<file path="config.mk">
export PLATFORM = sky130hd
export DESIGN_NAME = unidade_controle
export DESIGN_NICKNAME = d
export VERILOG_FILES = /design/src/rtl/pkg_riscv.sv /design/src/rtl/decodificador.sv /design/src/rtl/unidade_controle.sv
export SDC_FILE = /design/constraint.sdc
export NUM_CORES = 1
export LEC_CHECK = 0
export BUFFER_PORTS_ARGS = -buffer_cell sky130_fd_sc_hd__buf_2
export CAP_MARGIN = 20
export CELL_PAD_IN_SITES_DETAIL_PLACEMENT = 0
export CELL_PAD_IN_SITES_GLOBAL_PLACEMENT = 2
export CORE_ASPECT_RATIO = 1.5
export CORE_MARGIN = 10
export CORE_UTILIZATION = 28
export CTS_CLUSTER_DIAMETER = 150
export CTS_CLUSTER_SIZE = 10
export DETAILED_ROUTE_END_ITERATION = 12
export PLACE_DENSITY = 0.81
export SLEW_MARGIN = 10
export SYNTH_ARGS = -nofsm -noshare
export SYNTH_HDL_FRONTEND = slang
export SYNTH_SLANG_ARGS = --single-unit
export TNS_END_PERCENT = 20
</file>
<file path="constraint.sdc">
create_clock -name clk -period 3.6 [get_ports clk]
set_clock_uncertainty 0.15 [all_clocks]
set_input_delay 0.72 -clock clk [delete_from_list [all_inputs] [get_ports clk]]
set_output_delay 0.72 -clock clk [all_outputs]
set_load 0.02 [all_outputs]
</file>
<file path="src/rtl/pkg_riscv.sv">
// pkg_riscv: opcodes, FSM state encoding and datapath select encodings for the control unit
package pkg_riscv;
  localparam logic [6:0] OP_R     = 7'b0110011;
  localparam logic [6:0] OP_IMM   = 7'b0010011;
  localparam logic [6:0] OP_LOAD  = 7'b0000011;
  localparam logic [6:0] OP_STORE = 7'b0100011;
  localparam logic [6:0] OP_JAL   = 7'b1101111;
  localparam logic [6:0] OP_JALR  = 7'b1100111;
  localparam logic [6:0] OP_AUIPC = 7'b0010111;
  typedef enum logic [2:0] {
    OCIOSO, BUSCA, DECODIFICA, EXECUTA, MEMORIA, ESCRITA, ERRO
  } estado_t;
  typedef enum logic [2:0] {
    IMM_I = 3'd0, IMM_S = 3'd1, IMM_J = 3'd2, IMM_U = 3'd3
  } sel_imm_t;
  typedef enum logic [1:0] {
    DIN_ULA = 2'd0, DIN_MEM = 2'd1, DIN_PC4 = 2'd2
  } sel_din_t;
  typedef enum logic [3:0] {
    C_ADD, C_SUB, C_ADDI, C_LD, C_SD, C_JAL, C_JALR, C_AUIPC, C_ILEGAL
  } classe_t;
  typedef struct packed {
    logic     legal;
    logic     subtraindo;
    logic     imediato;
    logic     sel_a;
    sel_imm_t sel_imm;
    sel_din_t sel_dinR;
    logic     escreve_reg;
    logic     memoria;
    logic     escreve_mem;
    logic     salto;
    logic     salto_reg;
  } ctrl_t;
endpackage

</file>
<file path="src/rtl/decodificador.sv">
// decodificador: maps opcode/funct fields to legality and per-class datapath selects
module decodificador
  import pkg_riscv::*;
(
  input  logic [6:0] opcode,
  input  logic [2:0] funct3,
  input  logic [6:0] funct7,
  output ctrl_t      ctrl
);
  classe_t classe;
  always_comb begin
    classe = opcode == OP_R && funct3 == 3'b000 && funct7 == 7'b0000000 ? C_ADD
      : opcode == OP_R && funct3 == 3'b000 && funct7 == 7'b0100000 ? C_SUB
      : opcode == OP_IMM && funct3 == 3'b000 ? C_ADDI
      : opcode == OP_LOAD && funct3 == 3'b011 ? C_LD
      : opcode == OP_STORE && funct3 == 3'b011 ? C_SD
      : opcode == OP_JAL ? C_JAL
      : opcode == OP_JALR && funct3 == 3'b000 ? C_JALR
      : opcode == OP_AUIPC ? C_AUIPC
      : C_ILEGAL;
    ctrl.legal       = classe != C_ILEGAL;
    ctrl.subtraindo  = classe == C_SUB;
    ctrl.imediato    = !(classe inside {C_ADD, C_SUB});
    ctrl.sel_a       = classe inside {C_JAL, C_AUIPC};
    ctrl.sel_imm     = classe == C_SD ? IMM_S : classe == C_JAL ? IMM_J : classe == C_AUIPC ? IMM_U : IMM_I;
    ctrl.sel_dinR    = classe == C_LD ? DIN_MEM : classe inside {C_JAL, C_JALR} ? DIN_PC4 : DIN_ULA;
    ctrl.escreve_reg = classe != C_ILEGAL && classe != C_SD;
    ctrl.memoria     = classe inside {C_LD, C_SD};
    ctrl.escreve_mem = classe == C_SD;
    ctrl.salto       = classe inside {C_JAL, C_JALR};
    ctrl.salto_reg   = classe == C_JALR;
  end
endmodule

</file>
<file path="src/rtl/unidade_controle.sv">
// unidade_controle: multicycle FSM sequencing the RV64 datapath; owns PC and instruction register
module unidade_controle
  import pkg_riscv::*;
#(
  parameter int          ENDR_W   = 7,
  parameter logic [63:0] PC_RESET = 64'h0
) (
  input  logic              clk,
  input  logic              reset,
  input  logic              inicia,
  input  logic [31:0]       instr,
  input  logic [63:0]       doutULA,
  output logic [ENDR_W-1:0] endr,
  output logic [63:0]       pc,
  output logic [4:0]        Ra,
  output logic [4:0]        Rb,
  output logic [4:0]        Rw,
  output logic              WeR,
  output logic              WeM,
  output logic              soma_ou_subtrai,
  output logic              subtraindo,
  output logic              imediato,
  output logic              sel_a,
  output logic [2:0]        sel_imm,
  output logic [1:0]        sel_dinR,
  output logic              ocupado,
  output logic              erro
);
  estado_t     estado, prox;
  logic [31:0] ir;
  ctrl_t       c;
  logic        ativo, ula;
  decodificador u_dec (
    .opcode(ir[6:0]),
    .funct3(ir[14:12]),
    .funct7(ir[31:25]),
    .ctrl  (c)
  );
  assign endr = pc[ENDR_W+1:2];
  always_ff @(posedge clk) begin
    if (reset) begin
      estado <= OCIOSO;
      pc     <= PC_RESET;
      ir     <= '0;
    end else begin
      estado <= prox;
      if (estado == BUSCA) ir <= instr;
      if (estado == ESCRITA) pc <= c.salto ? (c.salto_reg ? {doutULA[63:1], 1'b0} : doutULA) : pc + 64'd4;
    end
  end
  always_comb begin
    prox = estado;
    unique case (estado)
      OCIOSO:     prox = inicia ? BUSCA : OCIOSO;
      BUSCA:      prox = DECODIFICA;
      DECODIFICA: prox = c.legal ? EXECUTA : ERRO;
      EXECUTA:    prox = c.memoria ? MEMORIA : ESCRITA;
      MEMORIA:    prox = ESCRITA;
      ESCRITA:    prox = BUSCA;
      default:    prox = ERRO;
    endcase
  end
  // ULA controls stay asserted through ESCRITA so doutULA remains valid for the PC/jump update
  always_comb begin
    ativo           = estado inside {DECODIFICA, EXECUTA, MEMORIA, ESCRITA};
    ula             = estado inside {EXECUTA, MEMORIA, ESCRITA};
    Ra              = ativo ? ir[19:15] : 5'd0;
    Rb              = ativo ? ir[24:20] : 5'd0;
    Rw              = ativo ? ir[11:7] : 5'd0;
    soma_ou_subtrai = ula;
    subtraindo      = ula && c.subtraindo;
    imediato        = ula && c.imediato;
    sel_a           = ula && c.sel_a;
    sel_imm         = ula ? c.sel_imm : IMM_I;
    WeM             = estado == MEMORIA && c.escreve_mem;
    WeR             = estado == ESCRITA && c.escreve_reg && ir[11:7] != 5'd0;
    sel_dinR        = estado == ESCRITA ? c.sel_dinR : DIN_ULA;
    ocupado         = ativo || estado == BUSCA;
    erro            = estado == ERRO;
  end
endmodule
</file>
# == Yosys cells after proc, flatten, opt, wreduce, memory -nomap -nowiden ==
# Cells that the tools add are included.
# op_classes
n_addsub,1
multipliers,0
n_div,0
order_cmp,0
n_eq_ne,23
shift,0
muxes,24
n_bitwise,0
n_reduce_logical,27
# ops
cell,n
64-bit by 3-bit adder with 64-bit output (second input constant),1
64-bit 2-to-1 mux,1
4-bit 2-to-1 mux,8
7-bit by 6-bit == test with 1-bit output (second input constant),3
3-bit one-hot mux with 6 select lines,1
4-bit by 3-bit == test with 1-bit output (second input constant),4
5-bit 2-to-1 mux,3
7-bit by 5-bit == test with 1-bit output (second input constant),2
7-bit == test (second input constant),2
1-bit logical AND,14
3-bit 2-to-1 mux,4
3-bit by 2-bit == test with 1-bit output (second input constant),3
3-bit == test (second input constant),3
2-bit 2-to-1 mux,4
2-bit nonzero test,4
7-bit by 2-bit == test with 1-bit output (second input constant),1
7-bit logical NOT,1
3-bit logical NOT,2
5-bit nonzero test,1
4-bit by 1-bit == test with 1-bit output (second input constant),1
4-bit by 2-bit == test with 1-bit output (second input constant),1
4-bit logical NOT,1
4-bit by 3-bit inequality test with 1-bit output (second input constant),1
4-bit inequality test (second input constant),1
6 further kinds,8
# totals
register_bits,99
latch_bits,0
mem_bits_rw,0
rom_bits,0
output_inout_bits,99
memories,0

# == Longest topological paths before layout ==
# Gate-level depths: netlist (run 1).
# depth
word_depth,14
mapped_depth,11
depth_no_buf,8

# == Hierarchy ==
# From an unflattened synthesis (run 1), not the netlist that was laid out.
# unflattened
hier_cells,851
hier_area_um2,6158.4
# modules_own_cells
mod,instances,cells_per_inst,area_per_inst_um2,seq_area_each_um2
unidade_controle,1,813,5905.7,1981.9
decodificador,1,38,252.7,0.0

# == Least setup slack after synthesis (run 1) ==
# OpenSTA, ideal clock, no wires.
# synth_timing
path_type,register to output
from,register ir[3]
to,output port sel_imm[0]
arrival_ns,2.176
setup_slack_ns,0.554
stages_incl_launch_ff,7
path_buffers,1
cell_sequence,dfxtp_1 nor4_2 nand3_1 o32a_1 mux2i_4 clkbuf_1 nor3_1
# synth_via
elab_chain_len,14
word_cells_on_any_way,29
cone_classes,10 x eq/ne; 12 x mux; 7 x reduce/logical
# synth_lines
element,line_no,source
start: declaration,unidade_controle.sv:30,logic [31:0] ir;
start signal: assignment,unidade_controle.sv:47,if (estado == BUSCA) ir <= instr;
7-bit by 5-bit == test with 1-bit output or 7-bit == test (tied branches),"decodificador.sv:19, decodificador.sv:18",
4-bit 2-to-1 mux or 1-bit logical AND (tied branches),"decodificador.sv:19, decodificador.sv:18",
4-bit 2-to-1 mux,decodificador.sv:18,: opcode == OP_JALR && funct3 == 3'b000 ? C_JALR
4-bit 2-to-1 mux,decodificador.sv:17,: opcode == OP_JAL ? C_JAL
4-bit 2-to-1 mux,decodificador.sv:16,: opcode == OP_STORE && funct3 == 3'b011 ? C_SD
4-bit 2-to-1 mux,decodificador.sv:15,: opcode == OP_LOAD && funct3 == 3'b011 ? C_LD
4-bit 2-to-1 mux,decodificador.sv:14,: opcode == OP_IMM && funct3 == 3'b000 ? C_ADDI
4-bit 2-to-1 mux,decodificador.sv:13,: opcode == OP_R && funct3 == 3'b000 && funct7 == 7'b0100000 ? C_SUB
4-bit 2-to-1 mux *,decodificador.sv:12,classe = opcode == OP_R && funct3 == 3'b000 && funct7 == 7'b0000000 ? C_ADD
4-bit by 3-bit == test with 1-bit output,decodificador.sv:25,ctrl.sel_imm = classe == C_SD ? IMM_S : classe == C_JAL ? IMM_J : classe == C_AUIPC ? IMM_U : IMM_I;
2-bit 2-to-1 mux,decodificador.sv:25,
3-bit 2-to-1 mux,decodificador.sv:25,
3-bit 2-to-1 mux *,decodificador.sv:25,
3-bit 2-to-1 mux *,unidade_controle.sv:74,sel_imm = ula ? c.sel_imm : IMM_I;
end: declaration,unidade_controle.sv:24,"output logic [2:0] sel_imm,"
# Every way passes the cells marked *; elsewhere a longest branch is shown, timed or not.

# == Worst setup path in the final report (run 1) ==
# Same ends and word-level chain as after synthesis.

==> results of run 1 <==
-- synthesized netlist by cell type (3+ instances only) --
master | n | area, um2
o31ai_1 | 3 | 22.5
nor3_1 | 22 | 110
a2bb2oi_1 | 4 | 35.0
o31a_1 | 3 | 26.3
nand2b_1 | 6 | 37.5
buf_6 | 3 | 33.8
or4_1 | 10 | 75.1
nand3_1 | 67 | 335
o211ai_1 | 3 | 22.5
nor2b_1 | 7 | 43.8
a41o_1 | 3 | 30.0
clkbuf_1 | 42 | 158
dfxtp_1 | 99 | 1980
nor4_2 | 5 | 62.6
and3_1 | 12 | 75.1
a221oi_1 | 9 | 78.8
or2_2 | 3 | 18.8
o21ai_0 | 37 | 185
a32o_1 | 11 | 110
a211oi_1 | 9 | 67.6
a21oi_1 | 69 | 345
nor2_1 | 30 | 113
buf_4 | 12 | 90.1
o41ai_1 | 5 | 43.8
nor4_1 | 5 | 31.3
a21o_1 | 5 | 37.5
o32ai_1 | 16 | 140
buf_2 | 6 | 30.0
a2111oi_0 | 5 | 43.8
nand4_1 | 19 | 119
or3_1 | 13 | 81.3
a31oi_1 | 25 | 156
inv_1 | 31 | 116
and2_1 | 19 | 119
mux2i_1 | 13 | 130
and4_1 | 3 | 26.3
nand2_1 | 105 | 394
-- state kept, by name (all words and copies together) (netlist names) --
| name | flops |
|---|---|
| ir | 32 |
| estado | 3 |
| pc | 64 |
-- routing by layer --
layer  part of all wire (%)  track usage, %  wire length, um  vias to the layer above
li1                       -               -                -                     3260
met2                     52            30.9            12900                      181
met1                     40            19.3            10100                     3184
met3                    5.5            3.99             1360                       31
met5                   0.12               0               31                        -
met4                    2.2            6.66              538                        6
-- kinds of logic after synthesis --
| family | count (synthesis) | share of synthesized area [%] |
|---|---|---|
| fa+ha+maj | 1 | 0.210 |
| buf+inv | 96 | 7.33 |
| other cells | 1 | 0.0630 |
| flops | 99 | 33.3 |
| mux | 16 | 3.00 |
| compound gates | 225 | 25.4 |
| simple gates | 345 | 30.4 |
| xor+xnor | 2 | 0.294 |
-- critical path, delay by kind of cell (launching register included) --
family / cells / cell delay [ns]
flip-flops: 1 / 0.37
multiplexers: 1 / 0.24
buffers and inverters: 1 / 0.22
AND/OR/NAND/NOR: 3 / 0.79
AO/OA/AOI/OAI: 1 / 0.47
-- where the power goes --
group	internal, mW	leakage (nW)	switching, mW
Clock	0.489	0.133	0.462
Sequential	1.16	0.802	0.0721
Combinational	0.157	1.98	0.269
Total	1.80	2.91	0.804
-- final cells by class --
class	instances	area, um2	area share (%)
Sequential cell	99	1980	26.6
Clock buffer	12	246	3.31
Clock inverter	4	26.3	0.353
Inverter	31	116	1.56
Tap cell	268	335	4.51
Multi-Input combinational cell	590	3540	47.6
Antenna cell	3	7.51	0.101
Timing Repair Buffer	220	1190	15.9
-- worst max-delay path by stage --
stage,startpoint,cells past startpoint,slack [ns],end
2_1_floorplan,ir[3],6,0.55,sel_imm[0]
3_3_place_gp,ir[3],6,0.67,sel_imm[0]
3_5_place_dp,pc[28],7,0.62,pc[58]
4_1_cts,ir[3],6,0.27,sel_imm[0]
5_1_grt,ir[3],6,0.06,sel_imm[0]
6_report,ir[3],6,0.29,sel_imm[0]
==> impl_metrics.yaml, run 1 <==
drt:
  wl_um: 24900
  drt_pass1_iterations: 4
  drc: 0
  routedWlPerCell_um: 20.3
  vias: 6662
  drt_iter0_drc: 269
  post_drt_via_cell_ratio: 5.43
  antenna_left: 0
timing:
  finalHoldViolations: 0
  tightest_slew_ns: 0.785
  drv_slew: 0
  final.period_utilization_pct: 92.1
  holdWs_ns: 0.301
  period_needed_ns: 3.31
  setup_tns_ns: 0
  relSlewSlack_pct: 47.5
  fmax_mhz: 302
  rsz0062_at_grt: "false"
  finalSetupViolations: 0
  fin_ws_ns: 0.286
pwr:
  p_leak_nw: 2.91
  p_total_mw: 2.61
  powerDensity_nw_per_um2: 350
  ir_drop_mv: 0.193
critical_path:
  crit_required_ns: 2.73
  crit_chain: "nor4_2 > nand3_1 > o32a_1 > mux2i_4 > nor3_1 > buf_2"
  crit_slowest_cell: "o32a_1"
  critical_path_arrival_ns: 2.44
  end_kind: "primary output"
  r2r_end: "pc[58]"
  r2r_cells: 7
  worst-setup-path-type: "reg2out"
  start_kind: "flip-flop"
  r2r-start: "pc[28]"
  worstPathMaxFanout: 8
  rrSetupSlack_ns: 0.59
  critical-path-max-stage-delay_ns: 0.47
die:
  die_area_um2: 27600
  chipHeight_um: 199
  die_w_um: 139
  placementRows: 65
  core-area_um2: 21000
  ios: 198
  floorplan.initialDensity_pct: 28.4
clock_tree:
  cts_tree: "built"
  cts_hold_buf: 0
  clockBufferDepth: 2
  cts_resized: 0
  clock-sinks: 99
  postCtsSetupRepairBufs: 0
  htree_num_levels: 3
  clk_latency_ns: 0.36
  root_buffer: "clkbuf_16"
  cts_buffers: 9
  cts.clk_slew.worst_paths_ns: 0.07
finish:
  instances_no_fill: 1227
  layout_commonest_cell: "buf_2"
  layout_common_cells: "buf_2, nand2_1, dfxtp_1"
  fin_util_pct: 35.5
  final_cell_area_um2: 7440
  fillers: 2326
  drive_gt1_share_pct: 26.7
  nets: 1051
  areaGrowthSynthToFinish_pct: 25.0
logic_synthesis:
  avgSynthCellArea_um2: 7.59
  ys.flop_type: "dfxtp_1"
  yosysSeqAreaShare_pct: 33.3
  syn-cell-area_um2: 5950
  synth_nets: 885
  synth_seq_cells: 99
  synth_edf_count: 0
  async_reset_ff_share_pct: 0
  syn-instance-count: 785
  synth_cell_type_count: 71
  synth_warnings: 0
global_routing:
  grt_pass1_vias: 6699
  antenna_found_initial: 5
  track_usage_pct: 17.2
  grt_overflow_total: 0
  grt_pass1_wl_um: 38600
  grt_max_degree: 60
min_path:
  hold_class: "reg2reg"
  min_path_cells: 2
  whs_endpoint: "ir[16]"
  worstHoldStart: "ir[16]"
run:
  max-cap-violations: 0
run_status:
  status: "completed"
placement:
  place_area_um2: 7160
  place_ws_ns: 0.624
  port_buffers: 196
  gp_congestion: 0.859
  dp_cells: 1208
  dp_hpwl_um: 18600
Note: power is estimated with default switching activity, not from simulation.
==> run 2: changes to the inputs <==
CORE_UTILIZATION = 30   (was 28)
PLACE_DENSITY = 0.86   (was 0.81)
clock period = 4.1 ns   (was 3.6 ns; I/O delays follow)
==> run 2 against run 1 <==
  * Critical path depth increased by 3
  * Die area decreased by 5.9%
  * Highest routed layer unchanged
  * Clock power decreased by 4.1%
  * Non-clock buffer count decreased by 4
==> impl_metrics.yaml, run 2 (same netlist as run 1, synthesis figures left out) <==
clock_tree:
  clockBufferDepth: 2
  cts.clk_slew.worst_paths_ns: 0.07
  cts_resized: 0
  clk_latency_ns: 0.36
  cts_hold_buf: 0
  root_buffer: "clkbuf_16"
  postCtsSetupRepairBufs: 0
  clock-sinks: 99
  cts_buffers: 9
  cts_tree: "built"
  htree_num_levels: 3
global_routing:
  grt_pass1_vias: 6565
  track_usage_pct: 17.8
  grt_max_degree: 68
  grt_overflow_total: 0
  antenna_found_initial: 4
  grt_pass1_wl_um: 37000
die:
  placementRows: 63
  core-area_um2: 19600
  floorplan.initialDensity_pct: 30.3
  die_area_um2: 26000
  chipHeight_um: 193
  die_w_um: 135
  ios: 198
placement:
  port_buffers: 196
  dp_hpwl_um: 17400
  gp_congestion: 0.846
  dp_cells: 1196
  place_ws_ns: 0.956
pwr:
  p_total_mw: 2.35
  pwr-share-comb_pct: 15.4
  p_int_mw: 1.68
  ir_drop_mv: 0.185
  p_sw_share_pct: 28.8
  p_leak_nw: 2.90
  p_clk_share_pct: 38.8
  seqPwrFrac_pct: 45.8
  powerDensity_nw_per_um2: 317
  p_sw_mw: 0.677
finish:
  largest_reg_flops: 64
  areaGrowthSynthToFinish_pct: 24.5
  largestRegisters: "pc: 64 flops, ir: 32 flops, estado: 3 flops"
  top_register: "pc"
  layout_commonest_cell: "buf_2"
  drive_gt1_share_pct: 26.2
  fillers: 2147
  layout_common_cells: "buf_2, nand2_1, dfxtp_1"
  instances_no_fill: 1213
  nets: 1047
critical_path:
  worst-setup-path-type: "reg2out"
  crit_required_ns: 3.13
  critical_path_arrival_ns: 2.48
  end_kind: "primary output"
  worstPathMaxFanout: 19
  start_kind: "flip-flop"
timing:
  drv_slew: 0
  setup_tns_ns: 0
  finalSetupViolations: 0
  relSlewSlack_pct: 38.7
  holdWs_ns: 0.301
  fmax_mhz: 290
  finalHoldViolations: 0
  tightest_slew_ns: 0.917
  fin_ws_ns: 0.647
  rsz0062_at_grt: "false"
  final.period_utilization_pct: 84.2
  period_needed_ns: 3.45
min_path:
  hold_class: "reg2reg"
drt:
  drc: 0
  antenna_left: 0
  post_drt_via_cell_ratio: 5.49
  drt_iter0_drc: 360
  vias: 6657
  wl_um: 24000
  drt_pass1_iterations: 5
  routedWlPerCell_um: 19.8
run:
  max-cap-violations: 0
run_status:
  status: "completed"
run 2: power groups by stage:
stage / Combinational, mW / Clock, mW / Sequential [mW]
global placement: 0.371 / 0 / 1.10
finish: 0.363 / 0.912 / 1.08
global route: 0.407 / 0.974 / 1.09
floorplan: 0.225 / 0 / 1.09
CTS: 0.371 / 0.947 / 1.08
detailed placement: 0.369 / 0 / 1.10
run 2: path summary, 6_finish.rpt:
path / slack (ns) / depth (start not counted) / startpoint / to
worst max-delay path: 0.65 / 9 / ir[5] / sel_dinR[1]
worst min-delay path: 0.30 / 2 / ir[16] / ir[16]
worst max register to register: 0.92 / 9 / ir[3] / pc[9]
worst min register to register: 0.30 / 2 / ir[16] / ir[16]
run 2: per-stage QoR:
stage	area, um2	utilization [%]
after floorplan	5950	-
after global placement	7110	36.2
after detailed placement	7110	36.2
after CTS	7410	37.7
after global routing	7410	37.7
final	7410	37.8
run 2: layout make-up:
type	instances	area (um2)	area share [%]
Clock buffer	11	233	3.14
Inverter	31	116	1.57
Tap cell	260	325	4.39
Sequential cell	99	1980	26.7
Antenna cell	3	7.51	0.101
Timing Repair Buffer	216	1140	15.4
Multi-Input combinational cell	590	3540	47.8
Clock inverter	3	65.1	0.877
run 2: worst max-delay path, cell delays in order, from the launching register on:
cell and delay [ns]:
dfxtp_1 0.52, nor2b_1 0.36, o211ai_1 0.16, a21oi_1 0.22, a41o_1 0.15, buf_4 0.25, nand3_1 0.10, buf_4 0.18
inv_1 0.05, buf_2 0.15
run 2: layer usage:
| metal | vias to the layer above | track usage, % | share of wire [%] | wire length, um |
|---|---|---|---|---|
| met3 | 28 | 5.81 | 7.5 | 1800 |
| li1 | 3250 | - | - | - |
| met2 | 209 | 31.1 | 50 | 12000 |
| met4 | 4 | 5.81 | 2.1 | 495 |
| met5 | - | 0 | 0.096 | 23 |
| met1 | 3166 | 19.9 | 40 | 9640 |
